==> src/rtl/uart_pkg.sv <==
// rtl/uart_pkg.sv - shared types and constants for the UART transmit path
package uart_pkg;

  // Arbiter frame states: accept a byte, pulse start, then track the busy rise and fall.
  typedef enum logic [1:0] {
    IDLE      = 2'd0,
    START     = 2'd1,
    WAIT_BUSY = 2'd2,
    WAIT_DONE = 2'd3
  } arb_state_t;

  localparam int BYTE_W   = 8;
  localparam int CLK_FREQ = 100_000_000;
  localparam int BAUD     = 9600;

endpackage

==> src/rtl/uart_tx_arbiter_rr_pick.sv <==
// rtl/uart_tx_arbiter_rr_pick.sv - combinational round-robin winner select (module rr_pick)
module rr_pick #(
  parameter int N_REQ = 4,
  parameter int PTR_W = 2
) (
  input  logic [N_REQ-1:0] req_valid,
  input  logic [PTR_W-1:0] ptr,
  output logic [N_REQ-1:0] grant,
  output logic [PTR_W-1:0] index,
  output logic             any
);

  logic [2*N_REQ-1:0] dbl_valid;
  logic [N_REQ-1:0]   rot_valid;
  logic [N_REQ-1:0]   rot_oh;
  logic [2*N_REQ-1:0] dbl_oh;
  logic [PTR_W-1:0]   rot_pos;
  logic [PTR_W:0]     idx_sum;
  logic               found;

  // Rotate so ptr sits at bit 0, take the lowest set bit, then rotate the one-hot back.
  always_comb begin
    dbl_valid = '0;
    rot_valid = '0;
    rot_oh    = '0;
    dbl_oh    = '0;
    rot_pos   = '0;
    idx_sum   = '0;
    found     = 1'b0;
    grant     = '0;
    index     = '0;

    dbl_valid = {req_valid, req_valid} >> ptr;
    rot_valid = dbl_valid[N_REQ-1:0];

    for (int i = 0; i < N_REQ; i++) begin
      if (!found && rot_valid[i]) begin
        found     = 1'b1;
        rot_oh[i] = 1'b1;
        rot_pos   = PTR_W'(i);
      end
    end

    dbl_oh = {rot_oh, rot_oh} << ptr;
    grant  = dbl_oh[2*N_REQ-1:N_REQ];

    idx_sum = {1'b0, rot_pos} + {1'b0, ptr};
    if (idx_sum >= (PTR_W+1)'(N_REQ)) begin
      idx_sum = idx_sum - (PTR_W+1)'(N_REQ);
    end
    index = idx_sum[PTR_W-1:0];
  end

  assign any = |req_valid;

endmodule

==> src/rtl/uart_tx_arbiter.sv <==
// rtl/uart_tx_arbiter.sv - round-robin sharing of one UART transmitter; ARB_WATCHDOG_EN adds a busy-rise watchdog
module uart_tx_arbiter
  import uart_pkg::*;
#(
  parameter int N_REQ       = 4,
  parameter int DATA_W      = BYTE_W,
  parameter int WDOG_CYCLES = 64
) (
  input  logic                    clk,
  input  logic                    reset,
  input  logic [N_REQ-1:0]        req_valid,
  input  logic [N_REQ*DATA_W-1:0] req_data,
  output logic [N_REQ-1:0]        req_ready,
  output logic [N_REQ-1:0]        grant,
  output logic [DATA_W-1:0]       tx_data,
  output logic                    tx_start,
  input  logic                    tx_busy,
  output logic                    err_timeout
);

  localparam int PTR_W = (N_REQ > 1) ? $clog2(N_REQ) : 1;

  arb_state_t         state_q;
  arb_state_t         state_d;
  logic [PTR_W-1:0]   ptr_q;
  logic [PTR_W-1:0]   idx_q;
  logic [N_REQ-1:0]   grant_q;
  logic [DATA_W-1:0]  tx_data_q;

  logic [N_REQ-1:0]   pick_oh;
  logic [PTR_W-1:0]   pick_idx;
  logic               pick_any;

  logic               accept;
  logic               frame_done;
  logic               timeout;
  logic [PTR_W:0]     idx_inc;
  logic [PTR_W-1:0]   ptr_next;

  rr_pick #(
    .N_REQ (N_REQ),
    .PTR_W (PTR_W)
  ) u_pick (
    .req_valid (req_valid),
    .ptr       (ptr_q),
    .grant     (pick_oh),
    .index     (pick_idx),
    .any       (pick_any)
  );

  // A byte moves only while idle with the transmitter free; the frame ends on busy falling.
  assign accept     = (state_q == IDLE) && !tx_busy && pick_any;
  assign frame_done = (state_q == WAIT_DONE) && !tx_busy;

  // The pointer moves just past the owner of the finished (or abandoned) frame.
  assign idx_inc  = {1'b0, idx_q} + 1'b1;
  assign ptr_next = (idx_inc == (PTR_W+1)'(N_REQ)) ? '0 : idx_inc[PTR_W-1:0];

`ifdef ARB_WATCHDOG_EN
  localparam int WD_W = $clog2(WDOG_CYCLES + 1);

  logic [WD_W-1:0] wdog_q;

  // Count cycles spent in WAIT_BUSY; cleared whenever the FSM is elsewhere.
  always_ff @(posedge clk or posedge reset) begin
    if (reset) begin
      wdog_q <= '0;
    end else if (state_q == WAIT_BUSY) begin
      wdog_q <= wdog_q + 1'b1;
    end else begin
      wdog_q <= '0;
    end
  end

  // Expiry happens on the last allowed WAIT_BUSY cycle if busy still has not risen.
  assign timeout = (state_q == WAIT_BUSY) && !tx_busy &&
                   (wdog_q == WD_W'(WDOG_CYCLES - 1));
`else
  assign timeout = 1'b0;
`endif

  assign err_timeout = timeout;

  // FSM state register.
  always_ff @(posedge clk or posedge reset) begin
    if (reset) begin
      state_q <= IDLE;
    end else begin
      state_q <= state_d;
    end
  end

  // Next-state logic plus the handshake and start-pulse outputs.
  always_comb begin
    state_d   = state_q;
    req_ready = '0;
    tx_start  = 1'b0;
    case (state_q)
      IDLE: begin
        if (!tx_busy && pick_any) begin
          req_ready = pick_oh;
          state_d   = START;
        end
      end
      START: begin
        tx_start = 1'b1;
        state_d  = WAIT_BUSY;
      end
      WAIT_BUSY: begin
        if (tx_busy) begin
          state_d = WAIT_DONE;
        end else if (timeout) begin
          state_d = IDLE;
        end
      end
      WAIT_DONE: begin
        if (!tx_busy) begin
          state_d = IDLE;
        end
      end
      default: state_d = IDLE;
    endcase
  end

  // Latch the winner's byte and owner on acceptance; release ownership at frame end.
  always_ff @(posedge clk or posedge reset) begin
    if (reset) begin
      grant_q   <= '0;
      tx_data_q <= '0;
      ptr_q     <= '0;
      idx_q     <= '0;
    end else begin
      if (accept) begin
        grant_q   <= pick_oh;
        tx_data_q <= req_data[pick_idx*DATA_W +: DATA_W];
        idx_q     <= pick_idx;
      end
      if (frame_done || timeout) begin
        grant_q <= '0;
        ptr_q   <= ptr_next;
      end
    end
  end

  assign grant   = grant_q;
  assign tx_data = tx_data_q;

endmodule

==> config.mk <==
export PLATFORM = sky130hd
export DESIGN_NAME = uart_tx_arbiter
export DESIGN_NICKNAME = d
export VERILOG_FILES = /design/src/rtl/uart_pkg.sv /design/src/rtl/uart_tx_arbiter_rr_pick.sv /design/src/rtl/uart_tx_arbiter.sv
export SDC_FILE = /design/constraint.sdc
export NUM_CORES = 1
export LEC_CHECK = 0
export ABC_AREA = 0
export BUFFER_PORTS_ARGS = -buffer_cell sky130_fd_sc_hd__buf_2
export CAP_MARGIN = 20
export CORE_MARGIN = 8
export CORE_UTILIZATION = 40
export CTS_CLUSTER_DIAMETER = 120
export CTS_CLUSTER_SIZE = 40
export DETAILED_ROUTE_END_ITERATION = 6
export PLACE_DENSITY = 0.69
export SLEW_MARGIN = 20
export SYNTH_ARGS = -nofsm -noshare
export SYNTH_HDL_FRONTEND = slang
export SYNTH_SLANG_ARGS = --single-unit
export TNS_END_PERCENT = 20
==> constraint.sdc <==
create_clock -name clk -period 8.23 [get_ports clk]
set_clock_uncertainty 0.05 [all_clocks]
set_input_delay 0.823 -clock clk [delete_from_list [all_inputs] [get_ports clk]]
set_output_delay 0.823 -clock clk [all_outputs]
set_load 0.02 [all_outputs]
Word-level counts from Yosys, hierarchy flattened
Index checks and enable logic that the tools add are counted.
Operators by class
  add/sub/neg operators: 3
  magnitude comparators: 1
  eq/ne operators: 7
  shift-type cells: 3
  mux-type cells: 20
  reduce and logical (&&, ||, !) cells: 15
Operators with widths (count)
  indexed part select 32 x 6 -> 8 bit: 1
  two-way mux 4 bit: 4
  two-way mux 2 bit: 7
  two-way mux 1 bit: 8
  one-hot mux 2 bit (4 select lines): 1
  left shift 8 x 2 -> 8 bit: 1
  >> shifter 8 x 2 -> 4 bit: 1
  logical AND 1 bit: 7
  equality test 2 bit (second input constant): 2
  zero test 1 bit: 4
  != test 2 bit (second input constant): 2
  OR reduction 4 bit: 1
  adder 2 x 1 -> 3 bit (second input constant): 1
  adder 2 x 2 -> 3 bit: 1
  equality test 3 bit (second input constant): 1
  >= comparator 3 bit (second input constant): 1
  AND reduction 3 bit: 1
  equality test 2 x 1 -> 1 bit (second input constant): 1
  zero test 2 bit: 1
  != test 2 x 1 -> 1 bit (second input constant): 1
  nonzero test 2 bit: 1
  subtractor 2 x 1 -> 2 bit (second input constant): 1
Word-level totals
  register bits: 18
  input port bits: 39
  output and inout port bits: 18
  logic and storage cells: 54

Logic depth before layout (Yosys ltp)
  word-level depth: 15
  gate-level depth with buffers: 13
  depth with buffers taken out: 10

Hierarchy
From an unflattened synthesis, not the netlist that was laid out.
Second synthesis, totals
  cells, all modules: 149
  area, all modules: 1385.1 µm²
Modules (own cells, without submodules)
  uart_tx_arbiter: times used 1, cells each 102, area each 1043.5 µm², sequential area each 450.4 µm²
  rr_pick: times used 1, cells each 47, area each 341.6 µm², sequential area each 0.0 µm²

Worst setup path after synthesis
Ideal clock, no wire load.
  kind: input -> register
  from: in req_valid[3]
  to: reg tx_data_q[5] (netlist: tx_data[5])
  library setup time: 0.128 ns
  arrival time: 2.755 ns
  required time: 8.052 ns
  setup slack: 5.297 ns
  stages on the path: 13
  buffers on the path: 3
  cells stage by stage: buf_2 > nor2b_1 > a21oi_1 > nor2_1 > a211oi_1 > a21oi_1 > ha_1 > buf_2 > buf_2 > mux2i_1 > nor3_1 > mux2i_1 > nand3_1
On the way
  longest elaborated chain between the ends: 15
  elaborated cells on any way between the ends: 20
Ends and longest elaborated chain
  start, declared: line uart_tx_arbiter.sv:11  | input logic [N_REQ-1:0] req_valid,
  >> shifter 8 x 2 -> 4 bit *: line uart_tx_arbiter_rr_pick.sv:33  | dbl_valid = {req_valid, req_valid} >> ptr;
  two-way mux 1 bit: line uart_tx_arbiter_rr_pick.sv:37  | if (!found && rot_valid[i]) begin
  zero test 1 bit: line uart_tx_arbiter_rr_pick.sv:37
  logical AND 1 bit: line uart_tx_arbiter_rr_pick.sv:37
  two-way mux 1 bit: line uart_tx_arbiter_rr_pick.sv:37
  zero test 1 bit: line uart_tx_arbiter_rr_pick.sv:37
  logical AND 1 bit: line uart_tx_arbiter_rr_pick.sv:37
  two-way mux 1 bit: line uart_tx_arbiter_rr_pick.sv:37
  zero test 1 bit: line uart_tx_arbiter_rr_pick.sv:37
  logical AND 1 bit: line uart_tx_arbiter_rr_pick.sv:37
  two-way mux 2 bit *: line uart_tx_arbiter_rr_pick.sv:37
  adder 2 x 2 -> 3 bit *: line uart_tx_arbiter_rr_pick.sv:47  | idx_sum = {1'b0, rot_pos} + {1'b0, ptr};
  >= comparator 3 bit or subtractor 2 x 1 -> 2 bit (tied branches): line uart_tx_arbiter_rr_pick.sv:48, uart_tx_arbiter_rr_pick.sv:49
  two-way mux 2 bit *: line uart_tx_arbiter_rr_pick.sv:48  | if (idx_sum >= (PTR_W+1)'(N_REQ)) begin
  net pick_idx[0]: line uart_tx_arbiter.sv:31  | logic [PTR_W-1:0] pick_idx;
  indexed part select 32 x 6 -> 8 bit *: line uart_tx_arbiter.sv:135  | tx_data_q <= req_data[pick_idx*DATA_W +: DATA_W];
  end signal, assigned: line uart_tx_arbiter.sv:135
  end, declared: line uart_tx_arbiter.sv:28  | logic [DATA_W-1:0] tx_data_q;
Mark *: on every way through the listed nets, which the timed path passes. The rest lies on a longest branch.
A chain may end at the register's enable or synchronous reset.

Worst setup path in the final report
  from: in req_valid[2]
  to: out req_ready[3]
On the way
  longest elaborated chain between the ends: 14
  elaborated cells on any way between the ends: 18
Ends and longest elaborated chain
  >> shifter 8 x 2 -> 4 bit: line uart_tx_arbiter_rr_pick.sv:33
  two-way mux 1 bit: line uart_tx_arbiter_rr_pick.sv:37
  zero test 1 bit: line uart_tx_arbiter_rr_pick.sv:37
  logical AND 1 bit: line uart_tx_arbiter_rr_pick.sv:37
  two-way mux 1 bit: line uart_tx_arbiter_rr_pick.sv:37
  zero test 1 bit: line uart_tx_arbiter_rr_pick.sv:37
  logical AND 1 bit: line uart_tx_arbiter_rr_pick.sv:37
  two-way mux 1 bit: line uart_tx_arbiter_rr_pick.sv:37
  zero test 1 bit: line uart_tx_arbiter_rr_pick.sv:37
  logical AND 1 bit: line uart_tx_arbiter_rr_pick.sv:37
  two-way mux 1 bit: line uart_tx_arbiter_rr_pick.sv:37
  left shift 8 x 2 -> 8 bit: line uart_tx_arbiter_rr_pick.sv:44  | dbl_oh = {rot_oh, rot_oh} << ptr;
  two-way mux 4 bit *: line uart_tx_arbiter.sv:100  | if (!tx_busy && pick_any) begin
  two-way mux 4 bit *: line uart_tx_arbiter.sv:98  | case (state_q)
  end, declared: line uart_tx_arbiter.sv:13  | output logic [N_REQ-1:0] req_ready,
Every way passes the cells marked *; elsewhere a longest branch is shown, timed or not.

==> qor.yml <==
sta:
  finalSetupViolCount: 0
  tightest_slew_ps: 895
  min_period_ps: 3370
  slew_headroom_pct: 40.3
  drv_slew: 0
  period_share_pct: 40.9
  fmax_ghz: 0.297
  hold_violations: 0
  finalWorstSetupSlack_ps: 4860
  rsz0062_at_grt: "false"
  finalSetupTns_ps: 0
clocking:
  cts_max_level: 1
  post_cts_resized: 0
  cts_hold_buffers: 0
  cts_root_buffer: "clkbuf_8"
  post_cts_buffers: 0
  clk_pin_slew_worst_paths_ps: 70
  cts_buffer_depth: 2
  cts_tree: "built"
  insertion_delay_ps: 260
  cts_buffers: 3
  cts_num_sinks: 18
worst_setup_path:
  start_kind: "input pin"
  arrival_ps: 2490
  worstPathMaxFanout: 50
  r2r_start: "ptr_q[1]"
  ff2ff_setup_slack_ps: 5220
  critPathKind: "input pin to primary output"
  worstSetupEndpoint: "req_ready[3]"
  required_ps: 7360
  r2r_cells: 10
  r2r-end: "tx_data[4]"
  end_kind: "primary output"
  cp-startpoint: "req_valid[2]"
pwr:
  swShare_pct: 49.9
  ir_worst_vdd_v: 0.000203
  internal-power_uw: 365
  p_switching_uw: 363
  powerDensity_nw_per_um2: 378
  cellLeakagePower_uw: 0.00104
  p_seq_share_pct: 23.8
  comb_power_share_pct: 66.2
  pwr-share-clk_pct: 10.0
final_layout:
  multiInputGateArea_um2: 1030
  design_area_um2: 1920
  fin_nets: 288
  seq_area_um2: 450
  fillers: 398
  syn_to_final_growth_pct: 19.5
  antenna-diode-count: 0
  drive_gt1_share_pct: 27.3
drt:
  first_iter_violations: 43
  wire_per_inst_um: 13.9
  vias: 1558
  drt.antenna.violating_nets: 0
  viasPerCell: 5.34
  drc: 0
  dr.pass1.iters: 4
  routed_wl_um: 4060
synth:
  synth_ff_type: "dfrtp_1"
  yosysUniqueCellTypes: 31
  synth_edf_count: 0
  yosys_register_bits: 18
  ys_warn_count: 0
  postSynthCellCount: 199
  syn-num-nets: 244
  synth.avg_cell_area_um2: 8.08
  synth-seq-area-share_pct: 28.0
  syn-cell-area_um2: 1610
  synth_async_sr_flop_share_pct: 100
floorplan:
  dieArea_um2: 6300
  pin_count: 57
  die_h_um: 79.4
  start_util_pct: 40.8
  core_um2: 3940
  rows: 23
  die_w_um: 79.4
worst_hold_path:
  min_path_type: "flop to flop"
grt:
  grt_max_degree: 51
  gr-usage-all-layers_pct: 12.9
  antenna_found_initial: 0
  overflow: 0
  grt_pass1_wl_um: 6730
  first_global_vias: 1512
placement:
  hpwl_um: 3060
  portBuffers: 55
  placed_area_um2: 1860
  place_congestion: 0.753
  pre_cts_ws_ps: 4870
status:
  status: "finished, final reports clean"
job:
  drv_cap: 0
registers in the layout (all words and copies together) (netlist names):
signal   count
tx_data      8
grant        4
idx_q        2
ptr_q        2
state_q      2
power by group through the flow:
stage	logic [uW]	clock network, uW	registers [uW]
3_3_place_gp	474	0	173
6_report	481	72.6	173
5_1_grt	535	78.4	181
3_5_place_dp	482	0	173
2_1_floorplan	362	0	191
4_1_cts	483	74.1	172
metal layers:
metal / vias to the layer above / track usage, % / routed length (um)
li1: 791 / - / -
met1: 727 / 14.8 / 1790
met2: 34 / 22.4 / 1990
met3: 6 / 4.05 / 226
met4: 0 / 3.52 / 55
met5: - / 0 / 0
logic make-up (layout without fill, tap and decap cells):
family,count (synthesis),in the layout,synth area share [%]
buf+inv,26,69,8.64
mux,35,35,21.9
other cells,1,1,0.233
simple gates,85,85,25.1
flops,18,18,28.0
fa+ha+maj,6,6,4.67
compound gates,25,25,9.73
xor+xnor,3,3,1.63
cells in the mapped netlist (all sizes together), types with 3 or more instances:
library cell  number  area (um^2)
mux2i             33          330
nor3              33          165
nand2             19         71.3
dfrtp             18          450
buf               16          101
nor2              14         52.6
a21oi             11         55.1
nand3             11         60.1
inv                8         30.0
ha                 6         75.1
nor2b              4         25.0
o21ai              3         15.0
worst max-delay path, stage by stage:
cell	delay [ps]
buf_2	160
or4_4	540
nand3_2	610
nor2_1	140
buf_2	200
stage by stage:
step	total power [uW]	hold slack, ps	std cells	utilization, %
2_1_floorplan	553	404	199	-
3_3_place_gp	647	425	288	47.2
3_5_place_dp	655	424	288	47.2
4_1_cts	729	442	292	48.6
5_1_grt	795	462	292	48.7
6_report	727	438	292	48.7
worst min path at each step:
stage                    start          to  cells after the start
finish              tx_data[0]  tx_data[0]                      2
global route        tx_data[0]  tx_data[0]                      2
CTS                 tx_data[0]  tx_data[0]                      2
detailed placement  tx_data[0]  tx_data[0]                      2
global placement    tx_data[0]  tx_data[0]                      2
floorplan             idx_q[1]    idx_q[1]                      2
cell type report:
cell class,instances,area share [%]
well taps,50,3.26
multi-input cells,155,53.8
clock buffers,4,2.86
repair buffers,57,15.1
inverters,8,1.56
flip-flops and latches,18,23.4
layout by cell type, fill, tap and decap left out, drive strengths merged:
master	count
o21ai	3
o32ai	2
xor2	1
dfrtp	18
conb	1
nor3	33
o22ai	2
clkbuf	4
nor2	14
xnor2	2
nand2	19
a22oi	1
buf	57
nand3	11
and3	1
mux2	2
inv	8
a21boi	1
a211oi	2
nor2b	4
ha	6
a21oi	11
o221ai	2
mux2i	33
or4	1
nand2b	2
a32oi	1
(Power assumes the default switching activity.)
